===== config.mk =====
export PLATFORM = sky130hd
export DESIGN_NAME = bcd_stopwatch_core
export DESIGN_NICKNAME = d
export VERILOG_FILES = /design/src/rtl/stopwatch_pkg.sv /design/src/rtl/bcd_digit.sv /design/src/rtl/bcd_stopwatch_core.sv
export SDC_FILE = /design/constraint.sdc
export NUM_CORES = 1
export LEC_CHECK = 0
export CORE_MARGIN = 1
export CORE_UTILIZATION = 37
export CTS_CLUSTER_DIAMETER = 150
export CTS_CLUSTER_SIZE = 10
export DETAILED_ROUTE_END_ITERATION = 12
export PLACE_DENSITY = 0.68
export RECOVER_POWER = 50
export SLEW_MARGIN = 30
export SYNTH_ARGS = -nofsm -noshare
export SYNTH_HDL_FRONTEND = slang
export SYNTH_SLANG_ARGS = --single-unit

===== constraint.sdc =====
create_clock -name clk -period 1.9 [get_ports clk]
set_clock_uncertainty 0.15 [all_clocks]
set_input_delay 0.475 -clock clk [delete_from_list [all_inputs] [get_ports clk]]
set_output_delay 0.475 -clock clk [all_outputs]
set_load 0.005 [all_outputs]

===== src/rtl/stopwatch_pkg.sv =====
// Shared types and constants for the MM:SS BCD stopwatch core.
package stopwatch_pkg;

    // Control FSM states
    typedef enum logic [1:0] {
        IDLE  = 2'd0,
        RUN   = 2'd1,
        PAUSE = 2'd2
    } sw_state_e;

    localparam int unsigned DIGIT_W = 4;

    // One packed BCD digit
    typedef logic [DIGIT_W-1:0] bcd_digit_t;

    localparam bcd_digit_t SEC_TENS_MAX = 4'd5;
    localparam bcd_digit_t MIN_TENS_MAX = 4'd5;
    localparam bcd_digit_t DIGIT_MAX    = 4'd9;

    // Full MM:SS count, most significant digit first
    typedef struct packed {
        bcd_digit_t min_tens;
        bcd_digit_t min_ones;
        bcd_digit_t sec_tens;
        bcd_digit_t sec_ones;
    } bcd_time_t;

    localparam bcd_time_t TIME_MAX = '{
        min_tens: MIN_TENS_MAX,
        min_ones: DIGIT_MAX,
        sec_tens: SEC_TENS_MAX,
        sec_ones: DIGIT_MAX
    };

endpackage


===== src/rtl/bcd_digit.sv =====
// Single BCD counter stage: counts 0..MAX, carries out when stepping past MAX.
module bcd_digit
    import stopwatch_pkg::*;
#(
    parameter bcd_digit_t MAX = DIGIT_MAX
) (
    input  logic       clk,
    input  logic       reset,
    input  logic       inc,
    input  logic       clr,
    input  logic       scrub,
    output bcd_digit_t digit,
    output logic       carry
);

    bcd_digit_t digit_q;
    bcd_digit_t digit_d;

    // Next digit: clear dominates, then increment/wrap, then repair of any non-BCD value
    always_comb begin
        digit_d = digit_q;
        if (clr) begin
            digit_d = '0;
        end else if (inc) begin
            digit_d = (digit_q >= MAX) ? '0 : bcd_digit_t'(digit_q + 4'd1);
        end else if (scrub && (digit_q > DIGIT_MAX)) begin
            digit_d = '0;
        end
    end

    // Digit register
    always_ff @(posedge clk or negedge reset) begin
        if (!reset) begin
            digit_q <= '0;
        end else begin
            digit_q <= digit_d;
        end
    end

    assign digit = digit_q;
    assign carry = inc & (digit_q == MAX);

endmodule


===== src/rtl/bcd_stopwatch_core.sv =====
// MM:SS stopwatch core: key synchronisers, start/pause/clear FSM, BCD digit chain.
// Optional lap/hold display enabled by defining STOPWATCH_LAP_HOLD_EN.
module bcd_stopwatch_core
    import stopwatch_pkg::*;
#(
    parameter int unsigned SYNC_STAGES = 2,
    parameter int unsigned WRAP        = 1
) (
    input  logic       clk,
    input  logic       reset,
    input  logic       tick,
    input  logic       key_start_n,
    input  logic       key_clear_n,
`ifdef STOPWATCH_LAP_HOLD_EN
    input  logic       key_lap_n,
`endif
    output logic [3:0] sec_ones,
    output logic [3:0] sec_tens,
    output logic [3:0] min_ones,
    output logic [3:0] min_tens,
    output logic       running,
    output logic       rollover
);

    localparam int unsigned KEY_START = 0;
    localparam int unsigned KEY_CLEAR = 1;
`ifdef STOPWATCH_LAP_HOLD_EN
    localparam int unsigned KEY_LAP   = 2;
    localparam int unsigned NUM_KEYS  = 3;
`else
    localparam int unsigned NUM_KEYS  = 2;
`endif
    localparam logic SATURATE = (WRAP == 0);

    logic [NUM_KEYS-1:0]                  keys_raw_n;
    logic [NUM_KEYS-1:0][SYNC_STAGES-1:0] sync_q;
    logic [NUM_KEYS-1:0][SYNC_STAGES-1:0] sync_d;
    logic [NUM_KEYS-1:0]                  key_prev_q;
    logic [NUM_KEYS-1:0]                  key_prev_d;
    logic [NUM_KEYS-1:0]                  key_ev_c;

    sw_state_e state_q;
    sw_state_e state_d;
    logic      running_q;
    logic      running_d;
    logic      rollover_q;
    logic      rollover_d;

    logic      start_ev_c;
    logic      clear_ev_c;
    logic      count_en_c;
    logic      at_max_c;
    logic      inc_c;
    logic      roll_c;
    logic      carry_so_c;
    logic      carry_st_c;
    logic      carry_mo_c;
    logic      carry_mt_c;
    bcd_time_t cnt;
    bcd_time_t disp;

`ifdef STOPWATCH_LAP_HOLD_EN
    assign keys_raw_n = {key_lap_n, key_clear_n, key_start_n};
`else
    assign keys_raw_n = {key_clear_n, key_start_n};
`endif

    // Shift each raw key into its synchroniser; a high-to-low step at the output is a press
    always_comb begin
        sync_d     = sync_q;
        key_prev_d = key_prev_q;
        key_ev_c   = '0;
        for (int k = 0; k < int'(NUM_KEYS); k++) begin
            sync_d[k]     = {sync_q[k][SYNC_STAGES-2:0], keys_raw_n[k]};
            key_prev_d[k] = sync_q[k][SYNC_STAGES-1];
            key_ev_c[k]   = key_prev_q[k] & ~sync_q[k][SYNC_STAGES-1];
        end
    end

    // Synchroniser and edge-detect flops; released-key level on reset
    always_ff @(posedge clk or negedge reset) begin
        if (!reset) begin
            sync_q     <= '1;
            key_prev_q <= '1;
        end else begin
            sync_q     <= sync_d;
            key_prev_q <= key_prev_d;
        end
    end

    assign start_ev_c = key_ev_c[KEY_START];
    assign clear_ev_c = key_ev_c[KEY_CLEAR];

    // Count qualification; in saturate mode the chain is frozen at 59:59
    assign count_en_c = (state_q == RUN) & tick;
    assign at_max_c   = (cnt == TIME_MAX);
    assign inc_c      = count_en_c & ~(SATURATE & at_max_c);
    assign roll_c     = carry_mt_c | (count_en_c & SATURATE & at_max_c);

    bcd_digit #(.MAX(DIGIT_MAX)) u_sec_ones (
        .clk   (clk),
        .reset (reset),
        .inc   (inc_c),
        .clr   (clear_ev_c),
        .scrub (count_en_c),
        .digit (cnt.sec_ones),
        .carry (carry_so_c)
    );

    bcd_digit #(.MAX(SEC_TENS_MAX)) u_sec_tens (
        .clk   (clk),
        .reset (reset),
        .inc   (carry_so_c),
        .clr   (clear_ev_c),
        .scrub (count_en_c),
        .digit (cnt.sec_tens),
        .carry (carry_st_c)
    );

    bcd_digit #(.MAX(DIGIT_MAX)) u_min_ones (
        .clk   (clk),
        .reset (reset),
        .inc   (carry_st_c),
        .clr   (clear_ev_c),
        .scrub (count_en_c),
        .digit (cnt.min_ones),
        .carry (carry_mo_c)
    );

    bcd_digit #(.MAX(MIN_TENS_MAX)) u_min_tens (
        .clk   (clk),
        .reset (reset),
        .inc   (carry_mo_c),
        .clr   (clear_ev_c),
        .scrub (count_en_c),
        .digit (cnt.min_tens),
        .carry (carry_mt_c)
    );

    // Next state and registered status; clear overrides every other transition
    always_comb begin
        state_d    = state_q;
        running_d  = 1'b0;
        rollover_d = 1'b0;
        case (state_q)
            IDLE: begin
                if (start_ev_c) state_d = RUN;
            end
            RUN: begin
                if (start_ev_c || (SATURATE && roll_c)) state_d = PAUSE;
            end
            PAUSE: begin
                if (start_ev_c) state_d = RUN;
            end
            default: state_d = IDLE;
        endcase
        if (clear_ev_c) state_d = IDLE;
        running_d  = (state_d == RUN);
        rollover_d = roll_c & ~clear_ev_c;
    end

    // State and status registers
    always_ff @(posedge clk or negedge reset) begin
        if (!reset) begin
            state_q    <= IDLE;
            running_q  <= 1'b0;
            rollover_q <= 1'b0;
        end else begin
            state_q    <= state_d;
            running_q  <= running_d;
            rollover_q <= rollover_d;
        end
    end

`ifdef STOPWATCH_LAP_HOLD_EN
    logic      hold_q;
    logic      hold_d;
    bcd_time_t snap_q;
    bcd_time_t snap_d;

    // Lap toggles between snapshot display and live count, only while running
    always_comb begin
        hold_d = hold_q;
        snap_d = snap_q;
        if (clear_ev_c) begin
            hold_d = 1'b0;
            snap_d = '0;
        end else if (key_ev_c[KEY_LAP] && (state_q == RUN)) begin
            if (hold_q) begin
                hold_d = 1'b0;
            end else begin
                hold_d = 1'b1;
                snap_d = cnt;
            end
        end
    end

    // Lap hold and snapshot registers
    always_ff @(posedge clk or negedge reset) begin
        if (!reset) begin
            hold_q <= 1'b0;
            snap_q <= '0;
        end else begin
            hold_q <= hold_d;
            snap_q <= snap_d;
        end
    end

    assign disp = hold_q ? snap_q : cnt;
`else
    assign disp = cnt;
`endif

    assign sec_ones = disp.sec_ones;
    assign sec_tens = disp.sec_tens;
    assign min_ones = disp.min_ones;
    assign min_tens = disp.min_tens;
    assign running  = running_q;
    assign rollover = rollover_q;

endmodule


Yosys cells after proc, flatten, opt, wreduce, memory -nomap -nowiden
Cells that the tools add are included.

storage, ports and cells
  bits in read-only memories = 0
  logic and storage cells = 70
  output and inout port bits = 18
  memories kept = 0
  latch bits = 0
  bits in registers = 26
  RAM bits = 0

operators by class
  multiplexer cells = 20
  eq/ne operators = 7
  bitwise operators = 11
  div/mod/pow operators = 0
  shift-type cells = 0
  add/sub/neg operators = 4
  order comparisons = 8
  reduce and logical (&&, ||, !) cells = 10
  multipliers = 0

operator list
  operator                                                                             count
  4-bit two-way mux                                                                    16
  4-bit by 1-bit adder with 4-bit output, second input constant                        4
  4-bit greater-than comparator, second input constant                                 4
  3-bit nonzero test                                                                   4
  1-bit bitwise AND                                                                    8
  4-bit by 3-bit == test with 1-bit output, second input constant                      2
  4-bit == test, second input constant                                                 2
  4-bit by 3-bit greater-or-equal comparator with 1-bit output, second input constant  2
  4-bit greater-or-equal comparator, second input constant                             2
  2-bit two-way mux                                                                    3
  2-bit by 1-bit == test with 1-bit output, second input constant                      2
  1-bit logical AND                                                                    4
  2-bit case mux with 2 select lines                                                   1
  1-bit inverter                                                                       3
  2-bit == test, second input constant                                                 1
  2-bit zero test                                                                      1
  2-bit OR reduction                                                                   1

Longest topological paths before layout
Gate-level depths: netlist of run 1.

  depth after elaboration = 7
  mapped depth = 7

Cells and area by module
Synthesis of run 1 repeated with hierarchy kept, for this count alone.

second synthesis, totals
  cell total of the unflattened synthesis = 124
  area, all modules = 1426.4 um2

by module, submodules not included
  module                       sequential area each (um2)  times used  cells an instance  area each (um2)
  bcd_digit at u_min_ones ...  100.1                       2           27                 282.8
  bcd_digit at u_min_tens ...  100.1                       2           24                 259.0
  bcd_stopwatch_core           257.7                       1           22                 342.8

Worst setup path before layout of run 1
OpenSTA, ideal clock, no wires.

  kind = register to register
  start point = register u_sec_ones.digit_q[0], in the netlist u_sec_ones.digit[0]
  end point = register u_sec_ones.digit_q[2], in the netlist u_sec_ones.digit[2]
  data arrival time = 1.623 ns
  path slack = 0.063 ns
  stages on the path, launching flop included = 6
  path buffers = 0
  path through = dfrtp_1 > ha_1 > or3b_1 > a211o_1 > nor3b_1 > a21o_1

between the ends
  word-level cells in the longest chain between the ends = 4
  elaborated cells between the ends (all ways) = 8
  those cells by class = add/sub (1); order compare (2); mux (3); reduce/logical (2)

RTL lines
  item                                                                                                line             text
  start: declaration                                                                                  bcd_digit.sv:16  bcd_digit_t digit_q;
  start signal: assignment                                                                            bcd_digit.sv:36  digit_q <= digit_d;
  4-bit by 1-bit adder with 4-bit output / 4-bit greater-or-equal comparator (equally long branches)  bcd_digit.sv:25  digit_d = (digit_q >= MAX) ? '0 : bcd_digit_t'(digit_q + 4'd1);
  4-bit two-way mux                                                                                   bcd_digit.sv:25
  4-bit two-way mux                                                                                   bcd_digit.sv:24  end else if (inc) begin
  4-bit two-way mux                                                                                   bcd_digit.sv:22  if (clr) begin

Parallel ways exist; a longest one is shown, timed or not.
A chain may end at the register's enable or synchronous reset.

Worst setup path after layout of run 1
  start point = register u_sec_ones.digit_q[2], in the netlist u_sec_ones.digit[2]
  end point = output port sec_ones[2]

RTL lines
  item              line                      text
  end: declaration  bcd_stopwatch_core.sv:17  output logic [3:0] sec_ones,

No word-level cell between the ends.

==> results of run 1 <==
layer usage:
metal  routed length, um  vias to the layer above  part of all wire, %
li1                    -                      560                    -
met1                1306                      539                   45
met2                1473                       18                   51
met3                  52                        6                  1.8
met4                  80                        0                  2.7
met5                   0                        -                    0
cell usage in the layout, fill, tap and decap left out, types with 2 or more instances in the layout:
cell	count
a21o_1	2
a21oi_1	2
a32oi_1	2
buf_4	16
clkbuf_8	3
clkdlybuf4s50_1	17
dfrtp_1	12
dfrtp_2	8
dfstp_2	5
dlygate4sd3_1	3
ha_1	12
inv_1	19
mux2i_1	2
nand2_1	4
nand2b_1	3
nand3_1	10
nand3b_1	2
nor2_1	7
nor2b_1	4
o211ai_1	2
o21ai_0	12
o21bai_1	3
o22ai_1	4
power by group through the flow:
| stage | sequential [mW] | combinational [mW] | clock, mW |
|---|---|---|---|
| 3_3_place_gp | 0.603 | 0.139 | 0 |
| 6_report | 0.594 | 0.154 | 0.461 |
| 4_1_cts | 0.595 | 0.149 | 0.472 |
| 3_5_place_dp | 0.605 | 0.143 | 0 |
| 5_1_grt | 0.597 | 0.173 | 0.494 |
| 2_1_floorplan | 0.606 | 0.0574 | 0 |
repair_timing:
item	4_1_cts	5_1_grt
pin swaps	0	1
hold buffers	0	0
setup endpoints to repair	7	16
gates cloned	0	0
resized for setup	7	10
buffers inserted	1	5
cell type report:
type	count	area [sq um]	share of cell area, %
multi-input combinational	90	668.1	35.27
clock buffer	3	41.29	2.180
sequential	26	668.1	35.27
tap	46	57.56	3.038
inverter	19	71.32	3.765
clock inverter	1	30.03	1.585
timing repair buffer	40	357.8	18.89
metrics by stage:
stage | hold slack, ns | utilization, % | TNS [ns] | power (mW)
6_report | 0.2126 | 55.03 | 0 | 1.209
5_1_grt | 0.2217 | 55.03 | -0.09113 | 1.264
4_1_cts | 0.2113 | 53.11 | 0 | 1.217
3_5_place_dp | 0.1976 | 50.49 | -0.5154 | 0.7481
3_3_place_gp | 0.1963 | 50.49 | -0.1950 | 0.7413
2_1_floorplan | 0.02941 | - | 0 | 0.6633
flip-flops by register name, indices dropped and copies added (netlist names):
signal	flops
u_min_tens.digit	4
state_q	2
rollover	1
running	1
key_prev_q	2
u_sec_tens.digit	4
u_min_ones.digit	4
sync_d	2
key_prev_d	2
u_sec_ones.digit	4
logic make-up (layout without fill, tap and decap cells):
group           Yosys count  count (layout)  synth area share, %
mux                       2               2                1.452
flops                    26              26                47.73
buf+inv                  21              63                5.807
fa+ha+maj                12              12                10.89
simple gates             42              42                18.42
compound gates           33              33                15.06
xor+xnor                  1               1               0.6353
final timing paths:
path                                       end  cells after the start  slack (ns)                start
hold reg to reg                  key_prev_d[0]                      0        0.21            sync_d[1]
min in group asynchronous  u_min_ones.digit[1]                      2        0.59                reset
setup reg to reg           u_sec_ones.digit[2]                      5        0.07  u_sec_ones.digit[0]
hold / removal                   key_prev_d[0]                      0        0.21            sync_d[1]
max in group asynchronous  u_min_ones.digit[2]                      2        0.56                reset
setup / recovery                   sec_ones[2]                      1        0.04  u_sec_ones.digit[2]
==> results.yml, run 1 <==
sta:
  min_period_over_period_pct: 97.72
  worst_pin_slew_ns: 0.6351
  final_hold_viol_count: 0
  clock.fmax_ghz: 0.5386
  rsz0062_at_grt: "true"
  finalSetupViolations: 0
  period_needed_ns: 1.857
  finalWorstSetupSlack_ns: 0.04325
  slew_headroom_pct: 57.66
  finalMaxSlewViolations: 0
pwr:
  p_seq_share_pct: 49.2
  p_per_area_mw_per_mm2: 638.0
  p_int_uw: 945.3
  swShare_pct: 21.78
  pwr-share-comb_pct: 12.7
  p_sw_uw: 263.2
  power.clock.fraction_pct: 38.1
  ir_drop_v: 0.0003213
  power_leakage_nw: 0.8720
route:
  drt_iter0_drc: 50
  drcViolationCount: 0
  ant_nets: 0
  drt-vias-per-instance: 4.991
  wl_per_cell_um: 12.95
  num_vias: 1123
  drtPass1Iterations: 4
  drt-total-wl_mm: 2.913
placed_design:
  place.gp.congestion: 0.8671
  portBuffers: 22
  dp_cells: 215
  hpwlAfterDp_mm: 2.121
  placed_cell_area_sq_mm: 0.001738
  pre_cts_ws_ns: -0.1281
clock_tree:
  clockBufferDepth: 2
  cts_inserted_buffers: 3
  ctsHtreeMaxLevel: 1
  cts_root_buf: "clkbuf_8"
  clkTransAtPathRegs_ns: 0.09
  cts.sinks: 26
  cts_tree: "done"
  insertion_delay_ns: 0.27
synth:
  synth_top_area_share_pct: 36.30
  yosys-top-cells-area: "dfrtp_1, dfstp_2, ha_1"
  yosysTopAreaCell: "dfrtp_1"
  synth.most_common_cell: "dfrtp_1"
  synthCells: 137
  ys_top_cells_by_count: "dfrtp_1, inv_1, o21ai_0"
  synthArstFlopShare_pct: 100.0
  avgSynthCellArea_sq_um: 10.06
  yosysWarnings: 0
  synth_edf_count: 0
  synth_seq_area_share_pct: 47.73
  synth_ff_type: "dfrtp_1"
  netlist_area_sq_mm: 0.001379
  syn_nets: 154
  synth_seq_cells: 26
  synth_cell_types: 36
critical_path:
  worst_ep_arrival_time_ns: 1.23
  cp-start-kind: "flop"
  crit_chain: "clkdlybuf4s50_1"
  cp_slowest_cell: "clkdlybuf4s50_1"
  critPathTopFamily: "buffers and inverters"
  end_kind: "primary output"
  cp_max_fo: 8
  cp.required_ns: 1.27
  crit_buf_inv: 1
  cp_slowest_stage_delay_ns: 0.52
  crit_type: "flop to primary output"
hold_path:
  hold_class: "flop to flop"
final_layout:
  final_layout_size_suffix_gt1_share_pct: 23.46
  fin_cells: 225
  fillers: 291
  synthToLayoutAreaGrowth_pct: 37.39
  antennaDiodeCount: 0
  stdcell_area_sq_mm: 0.001894
  final_net_count: 197
global_routing:
  grt_pass1_wl_mm: 5.071
  grt_overflow: 0
  grt_pass1_vias: 1168
  grt_antenna_before_repair: 0
  met1_usage_pct: 18.25
  grt_use_total_pct: 16.25
  met2_usage_pct: 28.49
  grt_busiest_layer: "met2"
  use_met3_pct: 2.372
  grt_max_degree: 27
floorplanning:
  core_sq_mm: 0.003442
  die-height_um: 63.05
  rows: 21
  dieArea_sq_mm: 0.003975
  num_io_pins: 23
  initial_core_util_pct: 40.06
  fp.dieW_um: 63.05
status:
  status: "finished, final reports clean"
job:
  maxCapViolations: 0
(Power assumes the default switching activity.)
==> inputs of run 2 (changes only) <==
Settings changed: RECOVER_POWER 50 to 100, SLEW_MARGIN 30 to 0.
==> run 2 against run 1 <==
Sequential cell count is the same. Largest cell class unchanged. Final cell count unchanged. Die area stayed put. First-iteration DRC count unchanged.
==> results.yml, run 2 (synthesis results as in run 1) <==
route:
  num_vias: 1124
  drcViolationCount: 0
  ant_nets: 0
  drtPass1Iterations: 4
  drt-vias-per-instance: 4.996
  wl_per_cell_um: 13.01
  drt-total-wl_mm: 2.927
  drt_iter0_drc: 50
global_routing:
  grt_antenna_before_repair: 0
  grt_use_total_pct: 16.25
  grt_pass1_vias: 1168
  grt_max_degree: 27
  grt_overflow: 0
  grt_pass1_wl_mm: 5.071
critical_path:
  cp_slowest_stage_delay_ns: 0.52
  crit_buf_inv: 1
  crit_chain: "clkdlybuf4s50_1"
  end_kind: "primary output"
  crit_type: "flop to primary output"
  worst_ep_arrival_time_ns: 1.23
  critPathTopFamily: "buffers and inverters"
  cp_max_fo: 8
  cp_slowest_cell: "clkdlybuf4s50_1"
  cp.required_ns: 1.27
  cp-start-kind: "flop"
placed_design:
  place.gp.congestion: 0.8671
  portBuffers: 22
  placed_cell_area_sq_mm: 0.001738
  hpwlAfterDp_mm: 2.121
final_layout:
  final_net_count: 197
  stdcell_area_sq_mm: 0.001882
  final_layout_size_suffix_gt1_share_pct: 21.79
  mostFrequentLayoutCells: "inv_1, clkdlybuf4s50_1, buf_4"
  mostFrequentLayoutCell: "inv_1"
  antennaDiodeCount: 0
  fillers: 294
  synthToLayoutAreaGrowth_pct: 36.48
clock_tree:
  clkTransAtPathRegs_ns: 0.09
  insertion_delay_ns: 0.27
  cts.sinks: 26
  ctsHtreeMaxLevel: 1
  cts_inserted_buffers: 3
  cts_tree: "done"
  clockBufferDepth: 2
  cts_root_buf: "clkbuf_8"
sta:
  slew_headroom_pct: 57.61
  finalSetupViolations: 0
  period_needed_ns: 1.857
  min_period_over_period_pct: 97.74
  finalMaxSlewViolations: 0
  clock.fmax_ghz: 0.5385
  rsz0062_at_grt: "true"
  worst_pin_slew_ns: 0.6358
  final_hold_viol_count: 0
hold_path:
  hold_class: "flop to flop"
pwr:
  power_leakage_nw: 0.8684
  p_per_area_mw_per_mm2: 639.1
  ir_drop_v: 0.0003197
  total_power_mw: 1.203
floorplanning:
  fp.dieW_um: 63.05
  rows: 21
  initial_core_util_pct: 40.06
  dieArea_sq_mm: 0.003975
  num_io_pins: 23
  core_sq_mm: 0.003442
  die-height_um: 63.05
job:
  maxCapViolations: 0
status:
  status: "finished, final reports clean"
-- run 2: cell count changes in the layout (fill, tap and decap cells not counted), sizes merged --
| cell | change |
|---|---|
| buf | -3 |
| clkbuf | +3 |
| dlygate4sd3 | +2 |
| clkdlybuf4s50 | -2 |
-- run 2: per-layer routing --
layer  wire length, um  GRT usage, %
met1              1313         18.25
met2              1480         28.49
met3                52         2.372
met4                80         10.17
met5                 0             0
-- run 2: cell type report --
cell class                      count  area (sq um)  area share [%]
Clock inverter                      1         30.03           1.596
Inverter                           19         71.32           3.790
Multi-Input combinational cell     90         663.1           35.24
Clock buffer                        3         41.29           2.194
Tap cell                           46         57.56           3.059
Sequential cell                    26         668.1           35.51
Timing Repair Buffer               40         350.3           18.62
-- run 2: power by group --
part	leakage, nW	total [mW]	switching (mW)	internal, mW
Clock	0.0357	0.460	0.178	0.282
Combinational	0.507	0.149	0.0690	0.0801
Sequential	0.325	0.594	0.0151	0.579
-- run 2: stage by stage --
step                      TNS, ns  hold slack, ns  worst slack (ns)  instances  util [%]
after floorplan                 0         0.02941           0.06298        137         -
after global placement    -0.1950          0.1963          -0.04167        215     50.49
after detailed placement  -0.5154          0.1976           -0.1281        215     50.49
after CTS                       0          0.2113          0.001417        220     53.11
after global routing      -0.1182          0.2217          -0.02869        225     54.67
final                           0          0.2125           0.04287        225     54.67
-- run 2: final timing paths --
kind,cells past startpoint,to,start,slack [ns]
worst max-delay path,1,sec_ones[2],u_sec_ones.digit[2],0.04
worst min-delay path,0,key_prev_d[0],sync_d[1],0.21
worst max register to register,6,u_min_ones.digit[0],u_min_ones.digit[0],0.07
worst min register to register,0,key_prev_d[0],sync_d[1],0.21
max in group asynchronous,2,u_min_ones.digit[2],reset,0.56
min in group asynchronous,2,u_min_ones.digit[1],reset,0.59
-- run 2: what timing repair did --
action	in CTS	in global routing
endpoints found under the hold margin	0	0
setup buffers	1	5
pin swaps	0	1
cloned	0	0
resized for setup	7	10
endpoints found under the setup margin	7	16
hold buffers	0	0
